`config.mk`:
```
export PLATFORM = sky130hd
export DESIGN_NAME = lsu_arbiter_flat
export DESIGN_NICKNAME = d
export VERILOG_FILES = /design/src/rtl/lsu_arbiter_if.sv /design/src/rtl/lsu_arbiter.sv /design/src/flat_wrapper.sv
export SDC_FILE = /design/constraint.sdc
export NUM_CORES = 1
export LEC_CHECK = 0
export ABC_AREA = 1
export BUFFER_PORTS_ARGS = -buffer_cell sky130_fd_sc_hd__buf_2
export CELL_PAD_IN_SITES_DETAIL_PLACEMENT = 0
export CELL_PAD_IN_SITES_GLOBAL_PLACEMENT = 1
export CORE_MARGIN = 3
export CORE_UTILIZATION = 30
export DETAILED_ROUTE_END_ITERATION = 16
export PLACE_DENSITY_LB_ADDON = 0.1
export SYNTH_ARGS = -nofsm -noshare
export SYNTH_HDL_FRONTEND = slang
export SYNTH_SLANG_ARGS = --single-unit
```
`constraint.sdc`:
```
create_clock -name i_clk -period 1.52 [get_ports i_clk]
set_input_delay 0.304 -clock i_clk [delete_from_list [all_inputs] [get_ports i_clk]]
set_output_delay 0.304 -clock i_clk [all_outputs]
set_load 0.01 [all_outputs]
```
`src/rtl/lsu_arbiter_if.sv`:
```
// Bus bundle between two LSU requesters, the arbiter and the shared LSU.
// Signal names follow the arbiter's view: i_* flow into it, o_* flow out of it.
interface lsu_arbiter_if;
  logic        i_req0_valid;
  logic        o_req0_ready;
  logic [31:0] i_req0_addr;
  logic [31:0] i_req0_wdata;
  logic [2:0]  i_req0_funct3;
  logic        i_req0_wren;
  logic        o_rsp0_valid;
  logic [31:0] o_rsp0_rdata;

  logic        i_req1_valid;
  logic        o_req1_ready;
  logic [31:0] i_req1_addr;
  logic [31:0] i_req1_wdata;
  logic [2:0]  i_req1_funct3;
  logic        i_req1_wren;
  logic        o_rsp1_valid;
  logic [31:0] o_rsp1_rdata;

  logic [31:0] o_lsu_addr;
  logic [31:0] o_st_data;
  logic [2:0]  o_funct3;
  logic        o_lsu_wren;
  logic [31:0] i_ld_data;

  // Arbiter side
  modport slave (
    input  i_req0_valid, i_req0_addr, i_req0_wdata, i_req0_funct3, i_req0_wren,
    input  i_req1_valid, i_req1_addr, i_req1_wdata, i_req1_funct3, i_req1_wren,
    input  i_ld_data,
    output o_req0_ready, o_rsp0_valid, o_rsp0_rdata,
    output o_req1_ready, o_rsp1_valid, o_rsp1_rdata,
    output o_lsu_addr, o_st_data, o_funct3, o_lsu_wren
  );

  // Requester / LSU side
  modport master (
    output i_req0_valid, i_req0_addr, i_req0_wdata, i_req0_funct3, i_req0_wren,
    output i_req1_valid, i_req1_addr, i_req1_wdata, i_req1_funct3, i_req1_wren,
    output i_ld_data,
    input  o_req0_ready, o_rsp0_valid, o_rsp0_rdata,
    input  o_req1_ready, o_rsp1_valid, o_rsp1_rdata,
    input  o_lsu_addr, o_st_data, o_funct3, o_lsu_wren
  );
endinterface

```
`src/rtl/lsu_arbiter.sv`:
```
// Two-requester arbiter in front of a single LSU. One transaction at a time:
// accept in IDLE, drive the LSU in ISSUE, capture load data in CAPTURE,
// respond to the owner on the following cycle.
module lsu_arbiter #(
  parameter bit RR_EN = 1'b1
) (
  input logic         i_clk,
  input logic         i_rst,
  lsu_arbiter_if.slave bus
);

  typedef enum logic [1:0] {IDLE, ISSUE, CAPTURE} state_t;

  state_t      r_state;
  state_t      w_next;

  logic        r_ptr;
  logic        r_owner;
  logic        r_wren;
  logic [31:0] r_addr;
  logic [31:0] r_wdata;
  logic [2:0]  r_funct3;

  logic        r_rsp0_valid;
  logic        r_rsp1_valid;
  logic [31:0] r_rdata0;
  logic [31:0] r_rdata1;

  logic        w_grant_valid;
  logic        w_grant_id;
  logic        w_ready0;
  logic        w_ready1;

  // Next-state and grant decision; ready is only ever raised in IDLE
  always_comb begin
    w_next        = r_state;
    w_grant_valid = 1'b0;
    w_grant_id    = 1'b0;
    w_ready0      = 1'b0;
    w_ready1      = 1'b0;
    case (r_state)
      IDLE: begin
        if (!i_rst && (bus.i_req0_valid || bus.i_req1_valid)) begin
          w_grant_valid = 1'b1;
          if (bus.i_req0_valid && bus.i_req1_valid)
            w_grant_id = RR_EN ? r_ptr : 1'b0;
          else
            w_grant_id = bus.i_req1_valid;
          w_ready0 = ~w_grant_id;
          w_ready1 = w_grant_id;
          w_next   = ISSUE;
        end
      end
      ISSUE:   w_next = CAPTURE;
      CAPTURE: w_next = IDLE;
      default: w_next = IDLE;
    endcase
  end

  // State register
  always_ff @(posedge i_clk) begin
    if (i_rst) r_state <= IDLE;
    else       r_state <= w_next;
  end

  // Latch the winning request and move the round-robin pointer past it
  always_ff @(posedge i_clk) begin
    if (i_rst) begin
      r_ptr    <= 1'b0;
      r_owner  <= 1'b0;
      r_wren   <= 1'b0;
      r_addr   <= '0;
      r_wdata  <= '0;
      r_funct3 <= '0;
    end else if (w_grant_valid) begin
      r_ptr    <= ~w_grant_id;
      r_owner  <= w_grant_id;
      r_wren   <= w_grant_id ? bus.i_req1_wren   : bus.i_req0_wren;
      r_addr   <= w_grant_id ? bus.i_req1_addr   : bus.i_req0_addr;
      r_wdata  <= w_grant_id ? bus.i_req1_wdata  : bus.i_req0_wdata;
      r_funct3 <= w_grant_id ? bus.i_req1_funct3 : bus.i_req0_funct3;
    end
  end

  // Capture LSU data for the owner and pulse its response one cycle later
  always_ff @(posedge i_clk) begin
    if (i_rst) begin
      r_rsp0_valid <= 1'b0;
      r_rsp1_valid <= 1'b0;
      r_rdata0     <= '0;
      r_rdata1     <= '0;
    end else begin
      r_rsp0_valid <= (r_state == CAPTURE) && !r_owner;
      r_rsp1_valid <= (r_state == CAPTURE) &&  r_owner;
      if (r_state == CAPTURE) begin
        if (r_owner) r_rdata1 <= r_wren ? '0 : bus.i_ld_data;
        else         r_rdata0 <= r_wren ? '0 : bus.i_ld_data;
      end
    end
  end

  assign bus.o_req0_ready = w_ready0;
  assign bus.o_req1_ready = w_ready1;
  assign bus.o_rsp0_valid = r_rsp0_valid;
  assign bus.o_rsp1_valid = r_rsp1_valid;
  assign bus.o_rsp0_rdata = r_rdata0;
  assign bus.o_rsp1_rdata = r_rdata1;
  assign bus.o_lsu_addr   = r_addr;
  assign bus.o_st_data    = r_wdata;
  assign bus.o_funct3     = r_funct3;
  assign bus.o_lsu_wren   = (r_state == ISSUE) && r_wren;

endmodule

```
`src/flat_wrapper.sv`:
```
// flat-port wrapper written by rule: the top's interface ports become plain ports
module lsu_arbiter_flat 
#(
  parameter bit RR_EN = 1'b1
)
  (i_clk, i_rst, bus_i_req0_valid, bus_i_req0_addr, bus_i_req0_wdata, bus_i_req0_funct3, bus_i_req0_wren, bus_i_req1_valid, bus_i_req1_addr, bus_i_req1_wdata, bus_i_req1_funct3, bus_i_req1_wren, bus_i_ld_data, bus_o_req0_ready, bus_o_rsp0_valid, bus_o_rsp0_rdata, bus_o_req1_ready, bus_o_rsp1_valid, bus_o_rsp1_rdata, bus_o_lsu_addr, bus_o_st_data, bus_o_funct3, bus_o_lsu_wren);
  lsu_arbiter_if bus_i ();
  input logic i_clk;
  input logic i_rst;
  input wire logic [$bits(bus_i.i_req0_valid)-1:0] bus_i_req0_valid;
  input wire logic [$bits(bus_i.i_req0_addr)-1:0] bus_i_req0_addr;
  input wire logic [$bits(bus_i.i_req0_wdata)-1:0] bus_i_req0_wdata;
  input wire logic [$bits(bus_i.i_req0_funct3)-1:0] bus_i_req0_funct3;
  input wire logic [$bits(bus_i.i_req0_wren)-1:0] bus_i_req0_wren;
  input wire logic [$bits(bus_i.i_req1_valid)-1:0] bus_i_req1_valid;
  input wire logic [$bits(bus_i.i_req1_addr)-1:0] bus_i_req1_addr;
  input wire logic [$bits(bus_i.i_req1_wdata)-1:0] bus_i_req1_wdata;
  input wire logic [$bits(bus_i.i_req1_funct3)-1:0] bus_i_req1_funct3;
  input wire logic [$bits(bus_i.i_req1_wren)-1:0] bus_i_req1_wren;
  input wire logic [$bits(bus_i.i_ld_data)-1:0] bus_i_ld_data;
  output wire logic [$bits(bus_i.o_req0_ready)-1:0] bus_o_req0_ready;
  output wire logic [$bits(bus_i.o_rsp0_valid)-1:0] bus_o_rsp0_valid;
  output wire logic [$bits(bus_i.o_rsp0_rdata)-1:0] bus_o_rsp0_rdata;
  output wire logic [$bits(bus_i.o_req1_ready)-1:0] bus_o_req1_ready;
  output wire logic [$bits(bus_i.o_rsp1_valid)-1:0] bus_o_rsp1_valid;
  output wire logic [$bits(bus_i.o_rsp1_rdata)-1:0] bus_o_rsp1_rdata;
  output wire logic [$bits(bus_i.o_lsu_addr)-1:0] bus_o_lsu_addr;
  output wire logic [$bits(bus_i.o_st_data)-1:0] bus_o_st_data;
  output wire logic [$bits(bus_i.o_funct3)-1:0] bus_o_funct3;
  output wire logic [$bits(bus_i.o_lsu_wren)-1:0] bus_o_lsu_wren;
  assign bus_i.i_req0_valid = bus_i_req0_valid;
  assign bus_i.i_req0_addr = bus_i_req0_addr;
  assign bus_i.i_req0_wdata = bus_i_req0_wdata;
  assign bus_i.i_req0_funct3 = bus_i_req0_funct3;
  assign bus_i.i_req0_wren = bus_i_req0_wren;
  assign bus_i.i_req1_valid = bus_i_req1_valid;
  assign bus_i.i_req1_addr = bus_i_req1_addr;
  assign bus_i.i_req1_wdata = bus_i_req1_wdata;
  assign bus_i.i_req1_funct3 = bus_i_req1_funct3;
  assign bus_i.i_req1_wren = bus_i_req1_wren;
  assign bus_i.i_ld_data = bus_i_ld_data;
  assign bus_o_req0_ready = bus_i.o_req0_ready;
  assign bus_o_rsp0_valid = bus_i.o_rsp0_valid;
  assign bus_o_rsp0_rdata = bus_i.o_rsp0_rdata;
  assign bus_o_req1_ready = bus_i.o_req1_ready;
  assign bus_o_rsp1_valid = bus_i.o_rsp1_valid;
  assign bus_o_rsp1_rdata = bus_i.o_rsp1_rdata;
  assign bus_o_lsu_addr = bus_i.o_lsu_addr;
  assign bus_o_st_data = bus_i.o_st_data;
  assign bus_o_funct3 = bus_i.o_funct3;
  assign bus_o_lsu_wren = bus_i.o_lsu_wren;
  lsu_arbiter #(.RR_EN(RR_EN)) u_core (.i_clk(i_clk), .i_rst(i_rst), .bus(bus_i));
endmodule
```
==> results.txt <==
- The run finished, with violations left.
* Violated checks: setup timing
* Cells traversed along the worst timing path: nor2_1, buf_4, nand2_4, nor2_4, buf_6
* Effective utilization at floorplan: a little under a third
* Setup repair after global routing missed its margin: yes
* Distinct cell type count after synthesis: 18
- Row generation in the floorplan step produced 51 rows.
- Critical-path cell with the highest stage delay: sky130_fd_sc_hd__dfxtp_2
- Total of max-cap violations: 0
* Clock tree from TritonCTS: built
* Critical path required time: 1.22 ns
- Sum of net half-perimeters after detailed placement: roughly 15000 um
* Area of all placed cells without fillers: ~8800 um^2
- Top fanout value on the critical path: 2
* Post-Synthesis Net Count: about 1100
* Max-slew headroom: between 40 and 50%
- In this run the tool buffered the top-level ports with about 300 buffer cells.
- Setup slack of the worst register-to-register path: around 0.13 ns
- For this run, the share of the core covered by cells in the final layout is approximately 44%.
- Number of max-slew violations in the final report: 0
- DRC violations left: 0
- After detailed routing, the number of vias per cell comes to about 4.3.
- Warnings from Yosys: 0
* ANT cells: 0
- On the final layout, the worst hold slack is around 0.21 ns.
- Share of the clock period used by the worst path after layout: 103%
* Root Buffer: sky130_fd_sc_hd__clkbuf_16
- Routability congestion estimate from global placement: approximately 0.78
- Total gr overflow: 0
* Die area: approximately 22000 um^2
- Cells on Worst Hold Path: 5
* Depth of the worst register-to-register path: 10
- Number of antenna violations at the first check in global routing: 2
* Endpoint with the worst hold slack: u_core.bus.o_st_data[3]$_SDFFE_PP0P_
* Capturing point of the worst reg2reg path: u_core.bus.o_st_data[18]$_SDFFE_PP0P_
- Number of global-route vias before repair: between 6000 and 7000
- Leakage dissipation: 4.85 nW
- Once detail routing completed, the nets flagged for antenna violations numbered 0.
* Detailed-route via count: 6508
- Startpoint of the worst hold path: bus_i_req1_wdata[3]
* Count of mapped cells out of synthesis: approximately 960
* Setup skew after layout: about 0.011 ns
* Arrival time worst endpoint: about 1.3 ns
- Detailed Routing Iterations Pass 1: 4
- between 300 and 400 I/O pins were placed.
* Die width: roughly 150 um
- Counting tap cells, the placed design contains a total of approximately 1500 instances.
- Peak per-stage delay on the critical path: 0.32 ns
- For this run, the post-layout net count is 1425.
- In the final routed layout, each cell accounts on average for about 14 um.
* Synth area leader: sky130_fd_sc_hd__dfxtp_1
* First-pass GRT wire length: about 33000 um
- In the final layout, the share of cells above drive strength 1 is between 30% and 40%.
- For the worst-skew pair, the clock arrives at the later sink with an insertion delay of roughly 0.42 ns.
- Ranked by total cell area, the synthesized netlist is headed by sky130_fd_sc_hd__dfxtp_1 (45%), sky130_fd_sc_hd__nor2_1 (15%), sky130_fd_sc_hd__inv_1 (10%), sky130_fd_sc_hd__nand2_1 (8.6%), sky130_fd_sc_hd__nand3_1 (5.6%).
* Time the final worst path needs with I/O delays and setup: ~1.6 ns
* Post-synthesis average cell area: between 6 and 7 um^2
- Smallest setup slack after layout: -0.0457 ns
- Crit path capture type: output pin
- In this run, synthesis produced a sequential element count of approximately 140.
- IR analysis of the VDD net gives a maximum drop of ~0.76 mV.
- After synthesis the cells add up to 6180 um^2.
* Min-Delay Path Class: in2reg
- Clock transition at the registers of the reported paths: approximately 0.06 ns
* Final hold viol count: 0
- Yosys top cell area share: approximately 45%
- The region available for standard cell placement spans a little under 20000 um^2.
- Post-Place Cell Area: roughly 8000 um^2
* Number of buffers inserted for hold repair after clock tree synthesis: 0
- The H-tree generated during clock tree synthesis spans 4 levels.
- For this design, the sink count on the clock tree is 138.
- Height of the die: between 100 and 150 um
- Relative to the synthesized area, the layout overhead comes to 42.4%.
* Clock buffer count from CTS: 17
* First DRT Iteration DRCs: about 230
* Slew @ Worst Pin: around 0.78 ns
- The worst setup path is of the reg2out kind.
- Derived from the worst setup path, the maximum achievable clock frequency is between 0.6 and 0.7 GHz.
- Routed Wire Length: 21300 um
- The worst setup path is launched from a flip-flop.
* CTS max path bufs: 2
- Power spread over the standard cell area amounts to around 1100 nW/um^2.
* Source of the worst register-to-register timing path: u_core.r_state[1]$_SDFFE_PP0P_
* GRT Util Overall: ~18%
- DP Worst Slack: around 0.11 ns
- Entering global routing, the biggest net connects 67 pins.
- Setup violations, final: 2
- Sequential cells were found to cover between 40% and 50% of the synthesized design area.
* Non-filler instance count after layout: 1531
## critical path, delay by kind of cell (launching register included)
family	cells	cell delay (ns)
flops	1	0.32
simple gates	3	0.27
buf+inv	2	0.25
## timing repair
item,in CTS,in global routing
pin swaps,4,3
gates resized for setup,14,13
setup buffers,5,0
setup endpoints to repair,3,25
## placed cells by master (no fill, tap or decap), drive strengths merged
cell,netlist,layout
buf,29,336
o21ai,65,65
dfxtp,138,138
clkbuf,32,18
nor2,246,246
inv,171,178
nand3,70,70
nand2,142,142
clkinv,0,5
clkinvlp,0,1
a21oi,65,65
bufinv,0,1
nand3b,1,1
## power by group
group	leakage (nW)	internal [W]	switching (W)
registers	1.13	0.00383	0.000100
clock network	0.283	0.00233	0.00173
logic	3.44	0.000687	0.000937
## how the worst max path moves through the flow
stage,start,to,slack (ns),cells past startpoint
after global placement,i_rst,u_core.bus.o_lsu_addr[26]$_SDFFE_PP0P_,0.12,8
after floorplan,i_rst,bus_o_req1_ready,0.20,5
after CTS,u_core.r_state[0]$_SDFFE_PP0P_,bus_o_req1_ready,-0.09,5
final,u_core.r_state[0]$_SDFFE_PP0P_,bus_o_req1_ready,-0.05,5
after global routing,u_core.r_ptr$_SDFFE_PP0P_,bus_o_req1_ready,-0.11,6
after detailed placement,bus_i_req0_valid,u_core.bus.o_lsu_addr[6]$_SDFFE_PP0P_,0.11,10
## Yosys cell counts, drive strengths merged
cell type / instances
a21oi: 65
buf: 29
clkbuf: 32
dfxtp: 138
inv: 171
nand2: 142
nand3: 70
nand3b: 1
nor2: 246
o21ai: 65
## per-layer routing
layer / wire length [um] / GRT usage, %
met5: 27 / 0
met4: 323 / 5.45
met3: 1610 / 5.60
met2: 10300 / 31.0
met1: 9080 / 22.9
## registers in the layout, indices dropped and copies added (netlist names)
signal	count
u_core.r_owner	1
u_core.bus.o_rsp1_valid	1
u_core.r_wren	1
u_core.r_state	2
u_core.bus.o_st_data	32
u_core.bus.o_rsp0_valid	1
u_core.bus.o_funct3	3
u_core.bus.o_lsu_addr	32
u_core.r_ptr	1
u_core.bus.o_rsp1_rdata	32
u_core.bus.o_rsp0_rdata	32
## through the flow
stage / TNS (ns) / power, W
6_report: -0.0723 / 0.00961
5_1_grt: -0.209 / 0.0101
4_1_cts: -0.174 / 0.00975
3_5_place_dp: 0 / 0.00560
3_3_place_gp: 0 / 0.00561
2_1_floorplan: 0 / 0.00486
## cell families after synthesis
logic type	count (synthesis)	synth area share (%)
buffers and inverters	232	15.2
flip-flops	138	44.7
AO/OA/AOI/OAI	130	10.5
AND/OR/NAND/NOR	459	29.6
## layout make-up
cell class / count / area [um^2]
Fill cell: 2180 / 11000
Clock inverter: 14 / 131
Clock buffer: 18 / 439
Sequential cell: 138 / 2770
Timing Repair Buffer: 336 / 1960
Inverter: 171 / 644
Multi-Input combinational cell: 589 / 2530
Tap cell: 265 / 332
(Power assumes the default switching activity.)
